===== src/rtl/param_sort_unit.sv =====
// Iterative odd-even transposition sorter: one compare/swap phase per clock,
// optional early exit after two quiet phases, registered result and median.
module param_sort_unit #(
   parameter int N          = 9,
   parameter int BIT_WIDTH  = 8,
   parameter int EARLY_EXIT = 0
) (
   input  logic                   CLK,
   input  logic                   RST,
   input  logic                   start_i,
   input  logic                   desc_i,
   input  logic [N*BIT_WIDTH-1:0] in_data_i,
   output logic [N*BIT_WIDTH-1:0] out_data_o,
   output logic [BIT_WIDTH-1:0]   median_o,
   output logic                   busy_o,
   output logic                   valid_o
);
   localparam int PW  = $clog2(N + 1);
   localparam int MED = (N - 1) / 2;

   typedef enum logic {S_IDLE, S_SORT} state_t;
   state_t r_state, w_state_next;

   logic [BIT_WIDTH-1:0]   r_arr      [N];
   logic [BIT_WIDTH-1:0]   w_arr_next [N];
   logic [N*BIT_WIDTH-1:0] w_arr_packed;
   logic [N-2:0]           w_swap;
   logic                   r_desc;
   logic [PW-1:0]          r_phase;
   logic [1:0]             r_quiet;
   logic [1:0]             w_quiet_next;
   logic                   w_any_swap;
   logic                   w_last_phase;
   logic                   w_load;
   logic                   w_done;

   genvar gi;

   // Pair (gi, gi+1) is active when its left index has the phase's parity.
   generate
      for (gi = 0; gi < N - 1; gi++) begin : g_pair
         localparam logic LP_ODD = ((gi % 2) == 1);
         assign w_swap[gi] = (r_phase[0] == LP_ODD) &&
                             (r_desc ? (r_arr[gi] < r_arr[gi+1])
                                     : (r_arr[gi] > r_arr[gi+1]));
      end

      for (gi = 0; gi < N; gi++) begin : g_elem
         if (gi == 0) begin : g_first
            assign w_arr_next[gi] = w_swap[gi] ? r_arr[gi+1] : r_arr[gi];
         end else if (gi == N - 1) begin : g_last
            assign w_arr_next[gi] = w_swap[gi-1] ? r_arr[gi-1] : r_arr[gi];
         end else begin : g_mid
            assign w_arr_next[gi] = w_swap[gi]   ? r_arr[gi+1] :
                                    w_swap[gi-1] ? r_arr[gi-1] : r_arr[gi];
         end
         assign w_arr_packed[gi*BIT_WIDTH +: BIT_WIDTH] = w_arr_next[gi];
      end
   endgenerate

   always_comb begin
      w_state_next = r_state;
      w_load       = 1'b0;
      w_done       = 1'b0;
      w_any_swap   = |w_swap;
      w_last_phase = (r_phase == PW'(N - 1));
      w_quiet_next = w_any_swap ? 2'd0 : r_quiet + 2'd1;
      case (r_state)
         S_IDLE: begin
            if (start_i) begin
               w_load       = 1'b1;
               w_state_next = S_SORT;
            end
         end
         S_SORT: begin
            if (w_last_phase || ((EARLY_EXIT != 0) && (w_quiet_next == 2'd2))) begin
               w_done       = 1'b1;
               w_state_next = S_IDLE;
            end
         end
         default: w_state_next = S_IDLE;
      endcase
   end

   always_ff @(posedge CLK or negedge RST) begin
      if (!RST) begin
         r_state <= S_IDLE;
         for (int k = 0; k < N; k++) r_arr[k] <= '0;
         r_desc     <= 1'b0;
         r_phase    <= '0;
         r_quiet    <= '0;
         out_data_o <= '0;
         median_o   <= '0;
         valid_o    <= 1'b0;
      end else begin
         r_state <= w_state_next;
         valid_o <= w_done;
         if (w_load) begin
            for (int k = 0; k < N; k++) r_arr[k] <= in_data_i[k*BIT_WIDTH +: BIT_WIDTH];
            r_desc  <= desc_i;
            r_phase <= '0;
            r_quiet <= '0;
         end else if (r_state == S_SORT) begin
            for (int k = 0; k < N; k++) r_arr[k] <= w_arr_next[k];
            r_phase <= r_phase + PW'(1);
            r_quiet <= w_quiet_next;
         end
         // The terminating phase result goes straight to the outputs.
         if (w_done) begin
            out_data_o <= w_arr_packed;
            median_o   <= w_arr_next[MED];
         end
      end
   end

   assign busy_o = (r_state == S_SORT);

endmodule


===== config.mk =====
export PLATFORM = sky130hd
export DESIGN_NAME = param_sort_unit
export DESIGN_NICKNAME = d
export VERILOG_FILES = /design/src/rtl/param_sort_unit.sv
export SDC_FILE = /design/constraint.sdc
export NUM_CORES = 1
export LEC_CHECK = 0
export ABC_CLOCK_PERIOD_IN_PS = 4900
export CAP_MARGIN = 20
export CORE_MARGIN = 1
export CORE_UTILIZATION = 55
export CTS_CLUSTER_DIAMETER = 150
export DETAILED_ROUTE_END_ITERATION = 6
export PLACE_DENSITY = 0.88
export SYNTH_ARGS = -nofsm -noshare
export SYNTH_HDL_FRONTEND = slang
export SYNTH_SLANG_ARGS = --single-unit

===== constraint.sdc =====
create_clock -name CLK -period 4.9 [get_ports CLK]
set_input_delay 0.98 -clock CLK [delete_from_list [all_inputs] [get_ports CLK]]
set_output_delay 0.98 -clock CLK [all_outputs]
set_load 0.02 [all_outputs]

==> results of run 1 <==
sequential cells by signal, indices dropped and copies added (netlist names):
register and cells:
valid_o 1, r_phase 4, busy_o 1, r_arr 72
r_desc 1, out_data_o 72
cell type report:
| cell class | count | area (um^2) | area share (%) |
|---|---|---|---|
| clock buffer | 25 | 515.5 | 4.308 |
| inverter | 72 | 272.8 | 2.279 |
| tap | 225 | 281.5 | 2.353 |
| clock inverter | 7 | 90.09 | 0.7528 |
| timing repair buffer | 170 | 1678 | 14.02 |
| sequential | 151 | 3780 | 31.59 |
| multi-input combinational | 752 | 5349 | 44.70 |
layer usage:
layer	up-vias	global-route usage, %
met2	486	53.19
met4	0	12.73
met5	-	0
met3	79	5.462
met1	4356	43.20
li1	4081	-
layout by cell type (no fill, tap or decap), drive strengths merged, types with 18 or more instances in the layout:
master and n:
clkbuf 25, o211a 26, a211oi 19, dfrtp 151, a21oi 75, o211ai 48
nand2 166, ha 66, o31ai 34, o221ai 24, clkdlybuf4s50 155, o21ai 45
mux2i 72, nor2 30, inv 72, nand3 18
critical path: cells and delay by family, from the launching register on:
family	cells	cell delay [ns]
and+or+nand+nor	2	1.11
adders and majority gates	1	0.33
DFF	1	0.43
AOI/OAI and AO/OA	4	1.00
buffers and inverters	1	0.12
metrics by stage:
step | hold slack (ns) | instances
5_1_grt | 0.4980 | 1402
6_report | 0.4769 | 1402
3_5_place_dp | 0.4695 | 1369
3_3_place_gp | 0.4599 | 1369
4_1_cts | 0.4822 | 1401
2_1_floorplan | 0.4906 | 1053
cells by family after synthesis:
group / Yosys count / share of synthesized area (%)
flip-flops: 151 / 38.59
multiplexers: 81 / 8.396
AND/OR/NAND/NOR: 284 / 13.07
XOR/XNOR: 2 / 0.1789
buffers and inverters: 150 / 6.837
AO/OA/AOI/OAI: 319 / 24.49
adder cells (fa/ha/maj): 66 / 8.434
path summary, 6_finish.rpt:
| check | end | start | slack (ns) | cells after the start |
|---|---|---|---|---|
| worst max-delay path | out_data_o[17] | r_arr[45] | 1.81 | 8 |
| worst min-delay path | out_data_o[0] | out_data_o[0] | 0.48 | 2 |
| worst min register to register | out_data_o[0] | out_data_o[0] | 0.48 | 2 |
| worst max register to register | out_data_o[17] | r_arr[45] | 1.81 | 8 |
| max in group asynchronous | busy_o | RST | 3.21 | 2 |
| min in group asynchronous | out_data_o[27] | RST | 0.63 | 1 |
power by group:
group,internal [mW],switching (mW),leakage (nW)
Sequential,1.90,0.697,1.76
Combinational,2.61,3.70,3.64
Clock,0.829,0.532,0.295
==> parameters.txt, run 1 <==
Parameter                              Value

Run status
  Run status    finished clean

Place
  Placed cell areas    ~11000 um^2
  Post-placement setup slack    1.945 ns
  Detailed placement HPWL    around 20000 um
  Last weighted congestion value of the routability-driven placer    0.9311
  I/O Buffers    157

CTS
  Clock network latency to the later pin of the worst-skew pair    0.44 ns
  Cts bufs inserted    17
  Root buffer cell    clkbuf_16
  Number of H-tree branching levels    4
  Register clock-pin slew on the reported worst setup and hold paths    around 0.060 ns
  Max Root-Sink Buffers    2
  Sink count of the clock tree    roughly 150
  Total setup buffers inserted after CTS    0
  # resized after CTS    0
  Clock tree from TritonCTS    yes
  CTS Hold Bufs    0

Finish
  Fill cell count    around 1300
  Diode count    0
  Proportion of layout cells with a drive suffix above 1    under 10%
  Post-route standard cell area excluding fillers    ~12000 um^2
  Fin nets    1306
  Area overhead of the layout relative to synthesis    22.22%
  Final core utilization    around 69%

Global routing
  GRT Overall Usage    between 30% and 40%
  Pin count of the biggest net entering global routing    between 100 and 150
  Wire length of the first global-routing pass    between 40000 and 50000 um
  Vias in the first global route    between 8000 and 9000
  Antenna violations before repair    0
  Overall overflow remaining after global route    0

Route
  Routed wl met3    ~2300 um
  Post-Route M1 WL    around 12000 um
  Uppermost metal layer occupied by signal nets    met4
  DRC violation total after the first TritonRoute iteration    1000
  Routed length on met2    around 14000 um
  Number of detailed-route iterations in the first pass    5
  Number of nets with antenna violations after detailed routing    0
  Average wire length per cell after detail routing    20.57 um
  Total wirelength of the detailed-routed design    between 20000 and 30000 um
  Via-to-Cell Ratio    roughly 6.4
  DR DRC count    0
  Total vias in the final route    between 9000 and 10000

Logic synthesis
  Top cell type by total area after synthesis    dfrtp_1
  Synth Warn #    0
  Top area cells in the synthesized netlist    dfrtp_1 39%, ha_1 8.4%, mux2i_1 7.4%
  Post-Syn Area per Cell    9.298 um^2
  Most repeated cell in the gate-level netlist after synthesis    nand2_1
  Synth top area share    between 30% and 40%
  Post-synthesis cell type count    60
  Post-synth top flop    dfrtp_1
  Post-Synthesis Cells    1053
  Proportion of synthesized flip-flops having asynchronous set or reset    100.0%
  Number of synthesized flops with an enable pin    0
  Most frequent cells after synthesis    165 x nand2_1, 151 x dfrtp_1, 75 x a21oi_1
  Part of the Yosys area used for sequential elements    38.59%
  Mapped Area    between 9000 and 10000 um^2
  Nets in the synthesized netlist    around 1200
  Number of flip-flops and latches in the synthesized netlist    151

STA
  Slew @ Worst Pin    around 1.1 ns
  Highest clock rate    between 0.3 and 0.4 GHz
  Worst relative slew slack    27.48%
  Setup Total Neg Slack    0 ns
  Max Clock Skew    a little over 0.007 ns
  Final min period    slightly above 3 ns
  Worst Setup Slack, final    about 1.8 ns
  Fin crit share    between 60% and 70%
  Final Max Tran Viols    0
  Final number of setup-violating endpoints    0
  Number of hold-slack violations in the final timing report    0
  RSZ-0062 raised after global routing    false

Die
  Effective utilization at floorplan    between 50% and 60%
  Rows    48
  IO Count    around 160
  Area of the placeable core    17360 um^2
  Die height    135.4 um
  Die span in x    between 100 and 150 um
  Die Outline Area    ~18000 um^2

Worst setup path
  Worst-path cell chain    inv_1 > ha_1 > a211oi_2 > o21bai_1 > o21ai_2 > and2_1 > nand2_1 > o221ai_1
  Worst path max stage delay    approximately 0.73 ns
  Crit-path slowest cell    and2_1
  Signal arrival time at the worst endpoint    roughly 3.4 ns
  Crit Path Category    flop to flop
  Crit Path Max Fanout    17
  Capturing element type of the critical path    flop
  Data required time of the critical path    ~5.2 ns
  Type of origin of the critical path    flop

Run
  Max-cap violations    0

Power
  Pwr per Cell Area    858.4 nW/um^2
  Tot Pwr    10.27 mW
  Static Leak    roughly 5.7 nW
  Peak VDD IR    ~0.00041 V

Min path
  Path class of the lowest-slack min-delay path    flop to flop
Power figures use the tool's default switching activity.
==> inputs of run 2 (changes only) <==
Settings changed: ABC_CLOCK_PERIOD_IN_PS 4900 to 3100.
Clock period 4.9 ns to 3.1 ns, I/O delays scaled along.
==> run 2 against run 1 <==
Maximum frequency rose by 10%. First-iteration DRC count rose by 4.1%. Combinational power rose by 63%. Clock skew barely moved. Critical path depth did not move. Total power rose by 63%. Critical endpoint is now r_arr[15]. Largest cell class unchanged. Largest power group unchanged.
==> parameters.txt, run 2 (same netlist as run 1, synthesis figures left out) <==
Parameter                              Value

Finish
  Fill cell count    approximately 1300
  Most frequent standard cell in the layout excluding fill and tap cells    nand2_1
  Biggest registers after layout    out_data_o (72), r_arr (72), r_phase (4)
  Proportion of layout cells with a drive suffix above 1    around 9.8%
  Area overhead of the layout relative to synthesis    24.51%
  Final core utilization    between 70 and 80%
  Commonest cells after routing, fill and taps aside    165 x nand2_1, 155 x clkdlybuf4s50_1, 150 x dfrtp_1
  Multi-input gate area in the final layout    between 5000 and 6000 um^2
  Sequential cell area    about 3800 um^2
  Diode count    0
  Fin nets    between 1000 and 1500

Global routing
  GRT Overall Usage    between 30% and 40%
  Overall overflow remaining after global route    0
  Antenna violations before repair    0
  Vias in the first global route    ~9000
  Wire length of the first global-routing pass    46590 um
  Pin count of the biggest net entering global routing    ~110

STA
  Max Clock Skew    ~0.0073 ns
  Setup Total Neg Slack    0 ns
  Fin crit share    between 90% and 100%
  Number of hold-slack violations in the final timing report    0
  Final min period    about 2.8 ns
  RSZ-0062 raised after global routing    false
  Final Max Tran Viols    0
  Highest clock rate    around 0.36 GHz
  Worst relative slew slack    48.97%
  Final number of setup-violating endpoints    0
  Slew @ Worst Pin    0.7643 ns

Worst setup path
  Type of origin of the critical path    flop
  Crit Path Category    flop to flop
  Capturing element type of the critical path    flop
  Crit Path Max Fanout    34
  Data required time of the critical path    3.39 ns
  Signal arrival time at the worst endpoint    3.09 ns

CTS
  Sink count of the clock tree    ~150
  Root buffer cell    clkbuf_16
  # resized after CTS    0
  CTS Hold Bufs    0
  Clock network latency to the later pin of the worst-skew pair    0.43 ns
  Number of H-tree branching levels    4
  Register clock-pin slew on the reported worst setup and hold paths    roughly 0.06 ns
  Max Root-Sink Buffers    2
  Total setup buffers inserted after CTS    0
  Clock tree from TritonCTS    yes
  Cts bufs inserted    17

Min path
  Path class of the lowest-slack min-delay path    primary input to asynchronous set/reset pin

Place
  Last weighted congestion value of the routability-driven placer    between 0.9 and 1
  I/O Buffers    ~160
  Detailed placement HPWL    about 21000 um

Route
  Average wire length per cell after detail routing    slightly above 20 um
  Total vias in the final route    ~9200
  Number of nets with antenna violations after detailed routing    0
  Via-to-Cell Ratio    approximately 6.5
  DRC violation total after the first TritonRoute iteration    1041
  Number of detailed-route iterations in the first pass    6
  DR DRC count    0
  Total wirelength of the detailed-routed design    just under 30000 um

Run
  Max-cap violations    0

Die
  IO Count    approximately 160
  Die span in x    approximately 140 um
  Die height    around 140 um
  Area of the placeable core    roughly 17000 um^2
  Die Outline Area    18340 um^2
  Effective utilization at floorplan    a little under three fifths
  Rows    between 40 and 50

Power
  Pwr per Cell Area    around 1400 nW/um^2
  Peak VDD IR    0.0007267 V
  Static Leak    about 5.8 nW

Run status
  Run status    finished clean
[run 2: cell types whose count changed in the layout (fill, tap and decap cells not counted), sizes merged]
cell,previous run,this run
buf,15,36
bufinv,2,4
clkbuf,25,23
clkinvlp,2,0
clkinv,3,4
[run 2: final cells by class]
type	instances	share of cell area (%)
multi-input cells	752	43.88
well taps	225	2.309
clock inverters	8	1.180
flip-flops and latches	151	31.01
inverters	72	2.238
clock buffers	23	4.003
repair buffers	191	15.39
[run 2: worst paths after layout]
check	startpoint	end	slack [ns]	depth (start not counted)
min	RST	out_data_o[30]	0.19	1
max in group asynchronous	RST	r_arr[18]	2.14	2
min reg2reg	out_data_o[0]	out_data_o[0]	0.48	2
max reg2reg	r_arr[3]	r_arr[15]	0.30	8
min in group CLK	out_data_o[0]	out_data_o[0]	0.48	2
max	r_arr[3]	r_arr[15]	0.30	8
[run 2: through the flow]
| step | std cells | setup slack (ns) | power [mW] | hold slack (ns) | area (um^2) |
|---|---|---|---|---|---|
| 4_1_cts | 1422 | 0.3561 | 16.51 | 0.2321 | 12190 |
| 2_1_floorplan | 1053 | 0.7810 | 11.01 | 0.3244 | 9791 |
| 3_3_place_gp | 1391 | 0.4598 | 13.78 | 0.4594 | 11560 |
| 5_1_grt | 1422 | 0.1475 | 17.70 | 0.2376 | 12190 |
| 3_5_place_dp | 1391 | 0.3803 | 14.15 | 0.4693 | 11560 |
| 6_report | 1422 | 0.3031 | 16.69 | 0.1906 | 12190 |
[run 2: power by group]
group	internal, mW	switching (mW)
combinational	4.37	5.96
sequential	3.01	1.10
clock	1.43	0.832
total	8.80	7.89
[run 2: per-layer routing]
metal / global-route usage (%) / wire length [um] / vias to the layer above
met3: 6.173 / 2539 / 102
met5: 0 / 0 / -
met1: 42.20 / 11810 / 4405
li1: - / - / 4130
met2: 54.25 / 14100 / 573
met4: 14.42 / 915 / 0
[run 2: critical path: stages, from the launching register on]
cell     delay, ns
dfrtp_1       0.39
inv_1         0.07
ha_1          0.34
a21oi_1       0.18
a31oi_1       0.13
a211o_1       0.28
mux2_2        0.64
and2_0        0.49
a21oi_1       0.14
